===== src/rtl/spi_xfer_sequencer.sv =====
`default_nettype none
// ============================================================================
// Module      : spi_xfer_sequencer
// Description : Master-mode SPI transfer engine. Captures a frame and the
//               CR1/BR configuration on start, then generates SS/SCLK/MOSI,
//               samples MISO and returns the received frame with a 1-cycle
//               rec_data_o pulse.
// Ports       : pclk, preset_n                  - clock, async active-low reset
//               send_data_i, mosi_data_i        - start request and tx frame
//               mstr_i, cpol_i, cpha_i, lsbfe_i - mode / framing config
//               sppr_i, spr_i                   - baud divider select
//               spi_mode_i                      - 00 run, 01 wait, 10 stop
//               miso_i                          - serial data in
//               sclk_o, ss_o, mosi_o            - SPI pins
//               tip_o, rec_data_o, miso_data_o  - status and received frame
// Revision    : 1.0 - initial release
// ============================================================================
module spi_xfer_sequencer #(
    parameter int DATA_W = 8,
    parameter int CNT_W  = 11
) (
    input  logic              pclk,
    input  logic              preset_n,
    input  logic              send_data_i,
    input  logic [DATA_W-1:0] mosi_data_i,
    input  logic              mstr_i,
    input  logic              cpol_i,
    input  logic              cpha_i,
    input  logic              lsbfe_i,
    input  logic [2:0]        sppr_i,
    input  logic [2:0]        spr_i,
    input  logic [1:0]        spi_mode_i,
    input  logic              miso_i,
    output logic              sclk_o,
    output logic              ss_o,
    output logic              mosi_o,
    output logic              tip_o,
    output logic              rec_data_o,
    output logic [DATA_W-1:0] miso_data_o
);

    localparam int c_EDGE_W = $clog2(2*DATA_W + 1);

    localparam logic [2:0] c_IDLE  = 3'd0;
    localparam logic [2:0] c_LEAD  = 3'd1;
    localparam logic [2:0] c_XFER  = 3'd2;
    localparam logic [2:0] c_TRAIL = 3'd3;
    localparam logic [2:0] c_DONE  = 3'd4;

    localparam logic [c_EDGE_W-1:0] c_LAST_EDGE = c_EDGE_W'(2*DATA_W - 1);
    localparam logic [1:0]          c_MODE_STOP = 2'b10;

    logic [2:0]          r_state;
    logic [CNT_W-1:0]    r_cnt;
    logic [CNT_W-1:0]    r_half;
    logic [c_EDGE_W-1:0] r_edge;   // edges already produced in this frame
    logic                r_cpol;
    logic                r_cpha;
    logic                r_lsbfe;
    logic [DATA_W-1:0]   r_tx;
    logic [DATA_W-1:0]   r_rx;
    logic                r_sclk;
    logic                r_ss;
    logic                r_mosi;
    logic                r_tip;
    logic                r_rec_data;
    logic [DATA_W-1:0]   r_miso_data;

    logic [CNT_W-1:0]    w_half;
    logic                w_stop;
    logic                w_start;
    logic                w_cnt_end;
    logic                w_last_edge;
    logic                w_sample;
    logic                w_advance;

    // Half period in pclk cycles: (sppr+1) << spr, range 1..1024.
    assign w_half      = (CNT_W'(sppr_i) + CNT_W'(1)) << spr_i;
    assign w_stop      = (spi_mode_i == c_MODE_STOP);
    assign w_start     = send_data_i & mstr_i & ~w_stop;
    assign w_cnt_end   = (r_cnt == r_half - CNT_W'(1));
    assign w_last_edge = (r_edge == c_LAST_EDGE);

    // The edge being produced is k = r_edge + 1, so k is odd when r_edge is even.
    // cpha=0: sample on odd k, shift out on even k except the final edge.
    // cpha=1: shift out on odd k except the first edge, sample on even k.
    assign w_sample  = r_cpha ? r_edge[0] : ~r_edge[0];
    assign w_advance = r_cpha ? (~r_edge[0] && (r_edge != '0))
                              : (r_edge[0] && !w_last_edge);

    always_ff @(posedge pclk or negedge preset_n) begin
        if (!preset_n) begin
            r_state     <= c_IDLE;
            r_cnt       <= '0;
            r_half      <= CNT_W'(1);
            r_edge      <= '0;
            r_cpol      <= 1'b0;
            r_cpha      <= 1'b0;
            r_lsbfe     <= 1'b0;
            r_tx        <= '0;
            r_rx        <= '0;
            r_sclk      <= 1'b0;
            r_ss        <= 1'b1;
            r_mosi      <= 1'b0;
            r_tip       <= 1'b0;
            r_rec_data  <= 1'b0;
            r_miso_data <= '0;
        end else begin
            r_rec_data <= 1'b0;
            if ((r_state != c_IDLE) && !mstr_i) begin
                // Abort: drop the frame without publishing received data.
                r_state <= c_IDLE;
                r_ss    <= 1'b1;
                r_tip   <= 1'b0;
                r_sclk  <= cpol_i;
                r_cnt   <= '0;
                r_edge  <= '0;
            end else begin
                case (r_state)
                    c_IDLE: begin
                        r_ss   <= 1'b1;
                        r_tip  <= 1'b0;
                        r_sclk <= cpol_i;
                        r_cnt  <= '0;
                        r_edge <= '0;
                        if (w_start) begin
                            r_state <= c_LEAD;
                            r_ss    <= 1'b0;
                            r_tip   <= 1'b1;
                            r_half  <= w_half;
                            r_cpol  <= cpol_i;
                            r_cpha  <= cpha_i;
                            r_lsbfe <= lsbfe_i;
                            r_tx    <= mosi_data_i;
                            r_rx    <= '0;
                            r_mosi  <= lsbfe_i ? mosi_data_i[0]
                                               : mosi_data_i[DATA_W-1];
                        end
                    end
                    c_LEAD: begin
                        if (!w_stop) begin
                            if (w_cnt_end) begin
                                r_cnt   <= '0;
                                r_state <= c_XFER;
                            end else begin
                                r_cnt <= r_cnt + CNT_W'(1);
                            end
                        end
                    end
                    c_XFER: begin
                        if (!w_stop) begin
                            if (w_cnt_end) begin
                                r_cnt  <= '0;
                                r_sclk <= ~r_sclk;
                                r_edge <= r_edge + c_EDGE_W'(1);
                                if (w_sample) begin
                                    r_rx <= r_lsbfe ? {miso_i, r_rx[DATA_W-1:1]}
                                                    : {r_rx[DATA_W-2:0], miso_i};
                                end
                                if (w_advance) begin
                                    r_tx   <= r_lsbfe ? (r_tx >> 1) : (r_tx << 1);
                                    r_mosi <= r_lsbfe ? r_tx[1] : r_tx[DATA_W-2];
                                end
                                if (w_last_edge) begin
                                    r_state <= c_TRAIL;
                                end
                            end else begin
                                r_cnt <= r_cnt + CNT_W'(1);
                            end
                        end
                    end
                    c_TRAIL: begin
                        r_sclk <= r_cpol;
                        if (!w_stop) begin
                            if (w_cnt_end) begin
                                r_cnt   <= '0;
                                r_state <= c_DONE;
                            end else begin
                                r_cnt <= r_cnt + CNT_W'(1);
                            end
                        end
                    end
                    c_DONE: begin
                        // tip stays high through this cycle; status flips on exit.
                        r_state     <= c_IDLE;
                        r_ss        <= 1'b1;
                        r_tip       <= 1'b0;
                        r_rec_data  <= 1'b1;
                        r_miso_data <= r_rx;
                    end
                    default: begin
                        r_state <= c_IDLE;
                    end
                endcase
            end
        end
    end

    assign sclk_o      = r_sclk;
    assign ss_o        = r_ss;
    assign mosi_o      = r_mosi;
    assign tip_o       = r_tip;
    assign rec_data_o  = r_rec_data;
    assign miso_data_o = r_miso_data;

endmodule
`default_nettype wire


===== config.mk =====
export PLATFORM = sky130hd
export DESIGN_NAME = spi_xfer_sequencer
export DESIGN_NICKNAME = d
export VERILOG_FILES = /design/src/rtl/spi_xfer_sequencer.sv
export SDC_FILE = /design/constraint.sdc
export NUM_CORES = 1
export LEC_CHECK = 0
export CORE_UTILIZATION = 40
export DETAILED_ROUTE_END_ITERATION = 8
export PLACE_DENSITY = 0.64
export SKIP_LAST_GASP = 1
export SLEW_MARGIN = 20
export SYNTH_ARGS = -nofsm -noshare
export SYNTH_HDL_FRONTEND = slang
export SYNTH_SLANG_ARGS = --single-unit

===== constraint.sdc =====
create_clock -name pclk -period 3.2 [get_ports pclk]
set_clock_uncertainty 0.1 [all_clocks]
set_input_delay 0.8 -clock pclk [delete_from_list [all_inputs] [get_ports pclk]]
set_output_delay 0.8 -clock pclk [all_outputs]
set_load 0.03 [all_outputs]

==> results of run 1 <==
==> routing by layer <==
layer / up-vias / GRT usage, %
met5: - / 0
met4: 0 / 7.348
met3: 12 / 2.792
met2: 57 / 28.39
met1: 1502 / 26.33
li1: 1525 / -
==> registers in the layout, indices dropped and copies added, names as in the netlist <==
register     flops
miso_data_o      8
r_cpha           1
r_edge           5
r_cnt           11
rec_data_o       1
ss_o             1
r_state          3
r_rx             8
r_lsbfe          1
mosi_o           1
r_cpol           1
r_half          11
r_tx             8
tip_o            1
sclk_o           1
==> how the worst min path moves through the flow <==
stage	depth (start not counted)	end	slack, ns	from
6_report	1	r_cnt[2]	0.39	preset_n
5_1_grt	1	miso_data_o[5]	0.43	miso_data_o[5]
4_1_cts	1	r_cnt[2]	0.41	preset_n
3_5_place_dp	1	miso_data_o[6]	0.40	miso_data_o[6]
3_3_place_gp	1	miso_data_o[4]	0.39	miso_data_o[4]
2_1_floorplan	2	r_half[10]	0.37	r_half[10]
==> layout make-up <==
cell class	instances	area share, %
inverter	14	1.197
tap	108	3.079
multi-input combinational	294	44.93
clock buffer	9	2.822
timing repair buffer	51	11.23
clock inverter	7	1.340
sequential	62	35.40
==> power groups by stage <==
stage          sequential (mW)  clock, mW  combinational [mW]
5_1_grt                   1.16      0.693                1.12
3_3_place_gp              1.14          0               0.984
4_1_cts                   1.13      0.658                1.02
3_5_place_dp              1.15          0                1.01
6_report                  1.14      0.646                1.02
2_1_floorplan             1.09          0               0.778
==> cell usage in the layout (no fill, tap or decap), types with 3 or more instances in the layout <==
master and n:
o21ai_1 9, o21ai_0 10, ha_1 6, or2_2 4, nor2_1 24, xnor2_1 7, nor2b_1 5, buf_4 13
o22a_1 10, mux2_2 11, xor2_1 6, or3_1 9, nor3_1 9, nand3_1 14, inv_1 14, and3_1 5
a221o_1 3, nand2b_1 5, or4_1 4, a211oi_1 3, nand4_1 5, dfrtp_1 60, nand2_1 44, clkbuf_8 9
nor4_1 3, o2bb2ai_1 10, o211ai_1 6, mux2i_1 20, a31oi_1 17, a21oi_1 5, clkdlybuf4s50_1 35, o31ai_1 5
clkinv_4 3
==> through the flow <==
step	area, um2	std cells
after CTS	4389	545
after floorplan	3701	398
after detailed placement	4207	529
after global placement	4207	529
final	4389	545
after global routing	4389	545
==> logic make-up after synthesis <==
| family | count (synthesis) | synth area share, % |
|---|---|---|
| AND/OR/NAND/NOR | 145 | 19.88 |
| AO/OA/AOI/OAI | 98 | 19.24 |
| flip-flops | 62 | 41.99 |
| buffers and inverters | 42 | 4.732 |
| multiplexers | 32 | 9.060 |
| XOR/XNOR | 13 | 3.076 |
| adder cells (fa/ha/maj) | 6 | 2.028 |
==> Yosys cell counts (2+ instances only) <==
master | number | share of area (%)
o21ai_1 | 9 | 1.2
o22a_1 | 10 | 2.4
xnor2_1 | 7 | 1.7
nand3_1 | 14 | 1.9
or2_1 | 2 | 0.34
nand4b_1 | 2 | 0.47
dfrtp_1 | 60 | 41
or3_1 | 9 | 1.5
o2bb2ai_1 | 10 | 2.4
clkbuf_1 | 23 | 2.3
a221o_1 | 3 | 0.81
a21oi_1 | 5 | 0.68
nor4_1 | 3 | 0.51
and3_1 | 5 | 0.85
a22oi_1 | 2 | 0.41
xor2_1 | 6 | 1.4
inv_1 | 14 | 1.4
buf_6 | 2 | 0.61
a32oi_1 | 2 | 0.47
a211oi_1 | 3 | 0.61
o21a_1 | 2 | 0.41
a21o_1 | 2 | 0.41
mux2i_1 | 20 | 5.4
nor3b_1 | 2 | 0.41
nor2b_1 | 5 | 0.85
nor2_1 | 24 | 2.4
nand4_1 | 5 | 0.85
mux2_2 | 11 | 3.3
nand2b_1 | 5 | 0.85
nand2_1 | 44 | 4.5
dfstp_2 | 2 | 1.4
ha_1 | 6 | 2.0
o31ai_1 | 5 | 1.0
o21ai_0 | 10 | 1.4
a31oi_1 | 17 | 2.9
or4_1 | 4 | 0.81
o211ai_1 | 6 | 1.2
nor3_1 | 9 | 1.2
or2_2 | 4 | 0.68
==> impl_metrics.yaml, run 1 <==
setup_path:
  slowest_stage: "or4_1"
  path_buf_inv: 1
  reg2regPathDepth: 8
  endpoint: "r_tx[4]"
  worst_ep_required_time_ns: 3.35
  crit_arrival_ns: 3.17
  reg2reg_to: "r_tx[4]"
  cp-end-kind: "flop"
  worst-path-stages: 8
  cp_max_fo: 18
  path_class: "flop to flop"
  max_stage_delay_ns: 0.56
  r2r_start: "r_half[4]"
  cp-startpoint: "r_half[4]"
  r2r_slack_ns: 0.18
  setup.worst_path.start_class: "flop"
  worstPathCellList: "or4_4 > or4_1 > o221a_2 > a22oi_2 > and2_2 > buf_4 > a31oi_1 > o22a_1"
  cpLargestDelayFamily: "simple AND/OR/NAND/NOR gates"
synth:
  async_flop_share_pct: 100.0
  ys_ff_latch: 62
  syn-cell-area_mm2: 0.003701
  synth_warnings: 0
  synth_nets: 428
  synth_cell_types: 63
  syn_avg_cell_area_um2: 9.299
  synth_edf_count: 0
  synth_top_flop_cell: "dfrtp_1"
  synthCells: 398
  seq_area_frac_synth_pct: 41.99
finish:
  final-seq-area_mm2: 0.001554
  final_core_util_pct: 49.60
  drive_gt1_share_pct: 13.50
  antenna_cells: 0
  fin_nets: 462
  multiInputGateArea_mm2: 0.001972
  fillCellCount: 863
  area_delta_synth_final_pct: 18.59
drt:
  routed.top_layer: "met4"
  m1WireLength_mm: 4.253
  routed_wl_mm: 8.480
  drc_errors: 0
  routed-wl-met2_mm: 3.772
  dr_wl_met3_um: 300
  post_drt_via_cell_ratio: 5.681
  drt_iter0_drc: 146
  via_count: 3096
  wl_per_cell_um: 15.56
  drtPass1Iterations: 4
  drtAntennaViolNets: 0
sta:
  slew_headroom_pct: 42.03
  finalHoldViolCount: 0
  post-route-period-util_pct: 94.48
  final.setup.worst_slack_ns: 0.1765
  worst_pin_slew_ns: 0.8696
  fin_crit_ns: 3.023
  setup_violations: 0
  slew_violations: 0
  fmax_ghz: 0.3307
  whs_ns: 0.3929
  rsz0062_at_grt: "no"
  fin_setup_tns_ns: 0
hold_path:
  hold_class: "input pin to async pin"
floorplan:
  die_area_mm2: 0.009641
  rows: 34
  core-area_mm2: 0.008848
  initial_core_util_pct: 41.83
  die_y_um: 98.19
  dieWidth_um: 98.19
  ios: 37
outcome:
  outcome: "finished, final reports clean"
power:
  swShare_pct: 38.62
  clock_power_share_pct: 23.0
  intPower_mw: 1.721
  leakagePower_nw: 1.861
  power_density_mw_per_mm2: 639.0
  ir_drop_mv: 0.4243
  switchingPower_mw: 1.083
  total_power_mw: 2.805
  comb_power_share_pct: 36.5
  p_seq_share_pct: 40.5
clock_network:
  htreeDepth: 3
  cts_root_buf: "clkbuf_8"
  clk_path_buf_depth: 2
  cts_tree: "built"
  cts-resized-gates: 0
  cts_sinks: 62
  insertion_delay_ns: 0.35
  ctsHoldBuffers: 0
  post-cts-setup-buffers: 0
  cts.clk_slew.worst_paths_ns: 0.08
  cts_buffers: 9
place:
  preCtsSetupSlack_ns: 0.2170
  routabilityCongestion: 0.8396
  numPortBuffers: 36
  dpl.hpwl_mm: 5.993
grt:
  grt_max_degree: 35
  grt_pass1_vias: 2946
  grt.total_usage_pct: 18.52
  antenna_found_initial: 0
  overflow: 0
  grt_pass1_wl_mm: 14.37
job:
  maxCapViolCount: 0
Power figures use the tool's default switching activity.
==> run 2, diff against run 1 <==
--- a/config.mk
+++ b/config.mk
@@ -7,5 +7,6 @@
 export LEC_CHECK = 0
-export CORE_UTILIZATION = 40
+export CORE_UTILIZATION = 35
 export DETAILED_ROUTE_END_ITERATION = 8
-export PLACE_DENSITY = 0.64
+export PLACE_DENSITY = 0.58
+export SETUP_SLACK_MARGIN = 0.05
 export SKIP_LAST_GASP = 1
--- a/constraint.sdc
+++ b/constraint.sdc
@@ -4,2 +4,2 @@
 set_output_delay 0.8 -clock pclk [all_outputs]
-set_load 0.03 [all_outputs]
+set_load 0.005 [all_outputs]
==> impl_metrics.yaml, run 2 (synthesized netlist as in run 1, its figures left out) <==
drt:
  drtAntennaViolNets: 0
  post_drt_via_cell_ratio: 5.415
  via_count: 3103
  wl_per_cell_um: 14.81
  drt_iter0_drc: 158
  routed_wl_mm: 8.484
  drtPass1Iterations: 4
  drc_errors: 0
sta:
  slew_headroom_pct: 45.00
  setup_violations: 0
  post-route-period-util_pct: 91.13
  fin_setup_tns_ns: 0
  worst_pin_slew_ns: 0.8250
  rsz0062_at_grt: "no"
  finalHoldViolCount: 0
  slew_violations: 0
  fmax_ghz: 0.3429
  fin_crit_ns: 2.916
setup_path:
  path_class: "flop to flop"
  r2r_start: "r_half[3]"
  crit_arrival_ns: 3.08
  setup.worst_path.start_class: "flop"
  worst_ep_required_time_ns: 3.36
  cp-end-kind: "flop"
  cp_max_fo: 18
  cp-startpoint: "r_half[3]"
place:
  routabilityCongestion: 0.7942
  dpl_cell_area_mm2: 0.004229
  dpl.hpwl_mm: 6.205
  dp_cells: 557
  numPortBuffers: 36
clock_network:
  cts_buffers: 9
  post-cts-setup-buffers: 0
  cts.clk_slew.worst_paths_ns: 0.07
  cts_sinks: 62
  clk_path_buf_depth: 2
  cts_tree: "built"
  insertion_delay_ns: 0.35
  cts_root_buf: "clkbuf_8"
  htreeDepth: 3
finish:
  fillCellCount: 1027
  final_common_cell: "dfrtp_1"
  antenna_cells: 0
  fin_nets: 462
  drive_gt1_share_pct: 13.50
  multiInputGateArea_mm2: 0.001973
  final-seq-area_mm2: 0.001554
  area_delta_synth_final_pct: 19.84
  top_regs: "r_cnt (11), r_half (11)"
  fin_cells: 573
  final_area_mm2: 0.004436
  layout_common_cells: "dfrtp_1 (60), nand2_1 (44), clkdlybuf4s50_1 (35)"
floorplan:
  ios: 37
  core-area_mm2: 0.01028
  rows: 37
  die_y_um: 104.8
  initial_core_util_pct: 36.01
  die_area_mm2: 0.01099
  dieWidth_um: 104.8
grt:
  grt_pass1_vias: 3001
  grt_max_degree: 27
  grt_pass1_wl_mm: 14.84
  overflow: 0
  grt.total_usage_pct: 16.99
  antenna_found_initial: 0
job:
  maxCapViolCount: 0
outcome:
  outcome: "finished, final reports clean"
hold_path:
  hold_class: "input pin to async pin"
power:
  leakagePower_nw: 1.866
  power_density_mw_per_mm2: 632.4
  ir_drop_mv: 0.3591
## run 2: cell type report
| type | instances | area share (%) |
|---|---|---|
| Multi-Input combinational cell | 294 | 44.49 |
| Sequential cell | 62 | 35.04 |
| Timing Repair Buffer | 51 | 10.83 |
| Tap cell | 136 | 3.836 |
| Clock buffer | 9 | 2.793 |
| Clock inverter | 7 | 1.834 |
| Inverter | 14 | 1.185 |
## run 2: what timing repair did
item / 4_1_cts / 5_1_grt
hold buffers: 0 / 0
setup endpoints to repair: 0 / 9
resized for setup: 0 / 1
## run 2: through the flow
step	power [mW]	utilization [%]	worst slack, ns	hold WS, ns
3_3_place_gp	2.089	41.15	0.2284	0.3911
3_5_place_dp	2.112	41.15	0.1570	0.3975
2_1_floorplan	1.827	-	0.3617	0.3681
4_1_cts	2.829	43.15	0.1732	0.3058
5_1_grt	3.005	43.16	0.1200	0.3198
6_report	2.805	43.16	0.2840	0.2990
## run 2: worst paths after layout
path | to | slack (ns) | cells after the start
hold / removal | r_half[6] | 0.30 | 1
min in group pclk | miso_data_o[5] | 0.41 | 1
setup reg to reg | r_state[0] | 0.28 | 7
hold reg to reg | miso_data_o[5] | 0.41 | 1
max in group asynchronous | ss_o | 1.95 | 2
setup / recovery | r_state[0] | 0.28 | 7
## run 2: metal layers
metal | track usage [%] | vias to the layer above | wire [um]
met3 | 3.556 | 16 | 294
met5 | 0 | - | 0
li1 | - | 1534 | -
met4 | 6.539 | 0 | 163
met2 | 25.26 | 68 | 3870
met1 | 24.10 | 1485 | 4155
## run 2: report_power, final
part / internal, mW / switching, mW
Clock: 0.368 / 0.344
Sequential: 0.933 / 0.208
Combinational: 0.491 / 0.461
## run 2: critical path, cell delays in order (launching register included)
cell,delay [ns]
dfrtp_1,0.45
or4_4,0.57
or4_1,0.52
o221a_2,0.14
a22oi_2,0.24
and2_4,0.32
mux2_1,0.35
nor3_1,0.13
==> RTL change 1, RTL diff (config.mk and constraints of run 2) <==
Reset style: synchronous (`preset_n`), changed in one clocked block. Comments in the files are not updated.
--- a/src/rtl/spi_xfer_sequencer.sv
+++ b/src/rtl/spi_xfer_sequencer.sv
@@ -89,5 +89,5 @@
                               : (r_edge[0] && !w_last_edge);
 
-    always_ff @(posedge pclk or negedge preset_n) begin
+    always_ff @(posedge pclk) begin
         if (!preset_n) begin
             r_state     <= c_IDLE;
Check against the original RTL: differs if preset_n is asserted again (counterexample within 4 cycles, from zero or initial values and one cycle with preset_n low); with preset_n held inactive, the same outputs for 4 cycles.
==> RTL change 1 against run 2 <==
Count of clock-buffer cells in the layout did not move; wire length rose by 3.3%; global-route usage down 0.18 points; cell area up 0.11%; sequential cell count is the same; setup slack got worse by 0.024 ns; first-iteration DRC count rose by 16%; synthesized area decreased by 1.7%.
Power is not compared: it rests on default switching activity, and its combinational part moved more than twofold at a synthesized area within 25%.
==> RTL change 1: results (changes against run 2) <==
Ys Warns=0 (unchanged); layout cell share with drive strength beyond 1=14.1% (+0.60 points); worst skew pair latency=0.35 ns (about the same); dpl ws=-0.0547 ns (-0.212 ns); Vias/cell=5.25 (-3.1%); vias in the first global route=3,032 (+1.0%); Nets=500 (+8.2%); Unique masters post-synth=60 (-4.8%); status=complete, no violations; Synth top cells by count=nand2_1 (71), dfxtp_1 (62), mux2i_1 (29), nor2_1 (27), clkbuf_1 (25); Reg clk slew, reported paths=0.08 ns; total track usage=16.8% (-0.18 points); Total Power=1.94 mW; first-pass iteration count of the detailed router=4 (unchanged); Hold Crit Class=reg2reg; Max-slew headroom=43.4% (-1.6 points); placed cell area=4150 um^2 (-1.9%); root buf cell=clkbuf_8; DR iter-0 viols=184 (+16%); largest registers=r_cnt (11), r_half (11); maximum root-to-sink buffer count=2 (unchanged); crit path max fanout=5 (-13); Routed WL=8760 um (+3.3%); syn nets=469 (+9.6%); Routability Congestion=0.766 (-3.6%); Placed Cells=590 (+5.9%); register area share after synthesis=34.1% (-7.9 points); area growth from synthesis to layout=22.0%; Power Combinational=0.340 mW; Filler cells=985 (-4.1%); synth top area cells=dfxtp_1 (34%), mux2i_1 (8.0%), nand2_1 (7.3%); ant diodes=0 (unchanged); Buffers on Ports=36 (unchanged); placed wire-length estimate=6200 um (about the same); syn avg cell area=8.29 um^2 (-11%); Pint=1.39 mW; CTS resizes=4 (+4); pin count of the biggest net entering global routing=41 (+52%); LEAKAGE=1.60 nW; Peak VDD IR=0.191 mV; post-CTS setup repair buffer count=2 (+2); initial antenna violation count=0 (unchanged); global-route wire length before repair=14,800 um (about the same); Max H-tree Level=3 (unchanged); Clock power frac=40.4%; via count=3,192 (+2.9%); Num CTS Buffers=9 (unchanged); data arrival time of the worst path=3.12 ns (+0.04 ns); Async S/R FF share, synth=0% (-100 points)
-- RTL change 1: path summary, 6_finish.rpt --
check	from	end	slack [ns]	cells after the start
worst min-delay path	r_cpol$_SDFFE_PN0P_	r_cpol$_SDFFE_PN0P_	0.37	2
worst max-delay path	r_half[1]$_SDFFE_PN0P_	r_edge[0]$_SDFFE_PP0P_	0.26	9
worst min register to register	r_cpol$_SDFFE_PN0P_	r_cpol$_SDFFE_PN0P_	0.37	2
worst max register to register	r_half[1]$_SDFFE_PN0P_	r_edge[0]$_SDFFE_PP0P_	0.26	9
-- RTL change 1: metal layers --
layer  up-vias  routed length [um]  track usage (%)
met5         -                   0                0
met4         0                  91             5.61
met3         8                 254             3.76
met2        41                4150             28.1
met1      1520                4260             21.2
li1       1623                   -                -
-- RTL change 1: cells by family (layout without fill, tap and decap cells) --
logic type | count (synthesis) | in the layout | share of synthesized area (%)
and+or+nand+nor | 189 | 189 | 26.8
xor gates and xnor gates | 20 | 20 | 4.81
adders and majority gates | 6 | 6 | 2.06
muxes | 39 | 39 | 11.1
AOI/OAI and AO/OA | 82 | 82 | 16.5
DFF | 62 | 62 | 34.1
buffers and inverters | 41 | 77 | 4.64
-- RTL change 1: worst max-delay path: stages, from the launching register on --
cell and delay, ns:
dfxtp_2 0.35, inv_1 0.09, ha_4 0.16, or4b_4 0.46, or4_4 0.43, a22oi_2 0.24, o2111ai_4 0.23, nor3_4 0.33
mux2_2 0.36, a21oi_1 0.13
-- RTL change 1: layout make-up --
| class | count | area share (%) |
|---|---|---|
| clock inverter | 7 | 2.20 |
| tap | 133 | 3.75 |
| sequential | 62 | 28.0 |
| timing repair buffer | 54 | 11.3 |
| clock buffer | 9 | 2.79 |
| multi-input combinational | 336 | 51.4 |
| inverter | 7 | 0.592 |
==> RTL change 2, RTL diff (config.mk and constraints of run 2) <==
Made on the original files. The parameter `CNT_W` goes from 11 to 22.
--- a/src/rtl/spi_xfer_sequencer.sv
+++ b/src/rtl/spi_xfer_sequencer.sv
@@ -18,5 +18,5 @@
 module spi_xfer_sequencer #(
     parameter int DATA_W = 8,
-    parameter int CNT_W  = 11
+    parameter int CNT_W  = 22
 ) (
     input  logic              pclk,
Check against the original RTL: no difference found for any inputs over 4 cycles, from zero or initial values and one cycle with preset_n low; that may be too few to reach the edited logic, so the function may still have changed.
==> RTL change 2 against run 2 <==
First-iteration DRC count up 120%; wire length up 55%; hold slack better by 0.096 ns; sequential cell count up 11; clock power up 38%; synthesized area up 32%; setup slack worse by 0.12 ns; global-route usage up 2.1 points; die area up 31%; cell area up 36%; total power up 46%; largest power group is now combinational logic.
==> RTL change 2: results (changes against run 2) <==
critical path's largest stage delay=0.43 ns (-0.14 ns); global-route wire length before repair=21,800 um (+47%); Routability Congestion=0.854 (+7.5%); syn nets=590 (+38%); root buf cell=clkbuf_16; cell at the slowest stage of the critical path=dfrtp_2; Top FF cell, synth=dfrtp_1; maximum root-to-sink buffer count=2 (unchanged); met1 WL=6150 um (+48%); LEAKAGE=2.63 nW (+41%); Peak VDD IR=0.295 mV (-18%); Hold Crit Class=reg2reg; status=complete, no violations; worst reg-to-reg path cell count=9 (+2); Async S/R FF share, synth=100% (unchanged); dpl ws=0.0339 ns (-0.123 ns); placed cell area=5530 um^2 (+31%); DR WL met3=637 um (+120%); vias in the first global route=4,338 (+45%); first-pass iteration count of the detailed router=5 (+1); synth top area cells=dfrtp_1 (36%), nand2_1 (5.8%), mux2i_1 (5.7%); layout cell share with drive strength beyond 1=16.3% (+2.8 points); met2 routed WL=6210 um (+60%); Num CTS Buffers=9 (unchanged); placed wire-length estimate=8990 um (+45%); Detail Route Antenna Nets=0 (unchanged); Synth Instances=560 (+41%); largest registers=r_cnt (22), r_half (11); worst slew pin tran=0.975 ns (+0.150 ns); total track usage=19.1% (+2.1 points); crit path max fanout=9 (-9); pin count of the biggest net entering global routing=74 (+170%); register area share after synthesis=37.4% (-4.5 points); Vias/cell=5.63 (+4.0%); Routed WL=13,200 um (+55%); data arrival time of the worst path=3.16 ns (+0.08 ns); ant diodes=0 (unchanged); DR iter-0 viols=345 (+120%); reg2reg start=r_half[3]$_DFFE_PN0P_; Hold Path Stages=2; delay-heaviest family, CP=simple AND/OR/NAND/NOR gates; worst skew pair latency=0.35 ns (about the same); Sw Share=40.1% (+4.0 points); Nets=631 (+37%); via count=4,403 (+42%); Synth top cells by count=nand2_1 (76), dfrtp_1 (71), nor2_1 (37), nand3_1 (32), clkbuf_1 (29); Filler cells=1,324 (+29%); Placed Cells=757 (+36%); Unique masters post-synth=65 (+3.2%)
-- RTL change 2: cell types whose count changed after synthesis, sizes merged, moves of 11 or more --
cell and delta:
nor3 +17, a21oi +12, nand2 +31, a31oi -11, dfrtp +11, nand3 +17, nor2 +12
-- RTL change 2: area by class of cell --
class / count / area (um^2) / area share [%]
Clock buffer: 9 / 225 / 3.73
Clock inverter: 7 / 61.3 / 1.02
Inverter: 8 / 30.0 / 0.497
Multi-Input combinational cell: 440 / 2990 / 49.6
Sequential cell: 73 / 1830 / 30.4
Tap cell: 176 / 220 / 3.65
Timing Repair Buffer: 69 / 677 / 11.2
-- RTL change 2: worst reg2reg max path, delay by kind of cell (launching register included) --
family	cells	cell delay, ns
buffers and inverters	2	0.32
and+or+nand+nor	5	1.46
DFF	1	0.43
AOI/OAI and AO/OA	2	0.60
-- RTL change 2: cell families (layout without fill, tap and decap cells) --
family                   after synthesis  in the layout  synth area share, %
XOR/XNOR                              13             13                 2.33
AO/OA/AOI/OAI                        112            112                 16.1
adder cells (fa/ha/maj)                6              6                 1.54
multiplexers                          47             47                 10.1
buffers and inverters                 47             93                 4.12
AND/OR/NAND/NOR                      262            262                 28.3
flip-flops                            73             73                 37.4
-- RTL change 2: power groups by stage --
| stage | registers [mW] | clock network [mW] | logic [mW] |
|---|---|---|---|
| global route | 1.41 | 1.06 | 1.90 |
| global placement | 1.37 | 0 | 1.44 |
| finish | 1.37 | 0.985 | 1.73 |
| floorplan | 1.20 | 0 | 1.18 |
| CTS | 1.37 | 1.02 | 1.49 |
| detailed placement | 1.38 | 0 | 1.48 |
-- RTL change 2: path summary, 6_finish.rpt --
| kind | end | slack, ns |
|---|---|---|
| worst max-delay path | r_cnt[21]$_DFFE_PN0P_ | 0.17 |
| worst min-delay path | r_cpol$_DFFE_PN0P_ | 0.39 |
| worst max register to register | r_cnt[21]$_DFFE_PN0P_ | 0.17 |
| worst min register to register | r_cpol$_DFFE_PN0P_ | 0.39 |
| max in group asynchronous | r_half[4]$_DFFE_PN0P_ | 1.81 |
| min in group asynchronous | r_cnt[10]$_DFFE_PN0P_ | 0.51 |
-- RTL change 2: timing repair --
| action | 4_1_cts | 5_1_grt |
|---|---|---|
| cloned | 0 | 1 |
| pin swaps | 1 | 8 |
| setup endpoints to repair | 19 | 41 |
| gates resized for setup | 1 | 21 |
| buffers inserted | 1 | 7 |
-- RTL change 2: metal layers --
| layer | GRT usage [%] | vias to the layer above |
|---|---|---|
| met5 | 0 | - |
| met4 | 5.23 | 0 |
| met3 | 4.99 | 15 |
| met2 | 30.9 | 106 |
| met1 | 25.1 | 2147 |
| li1 | - | 2135 |
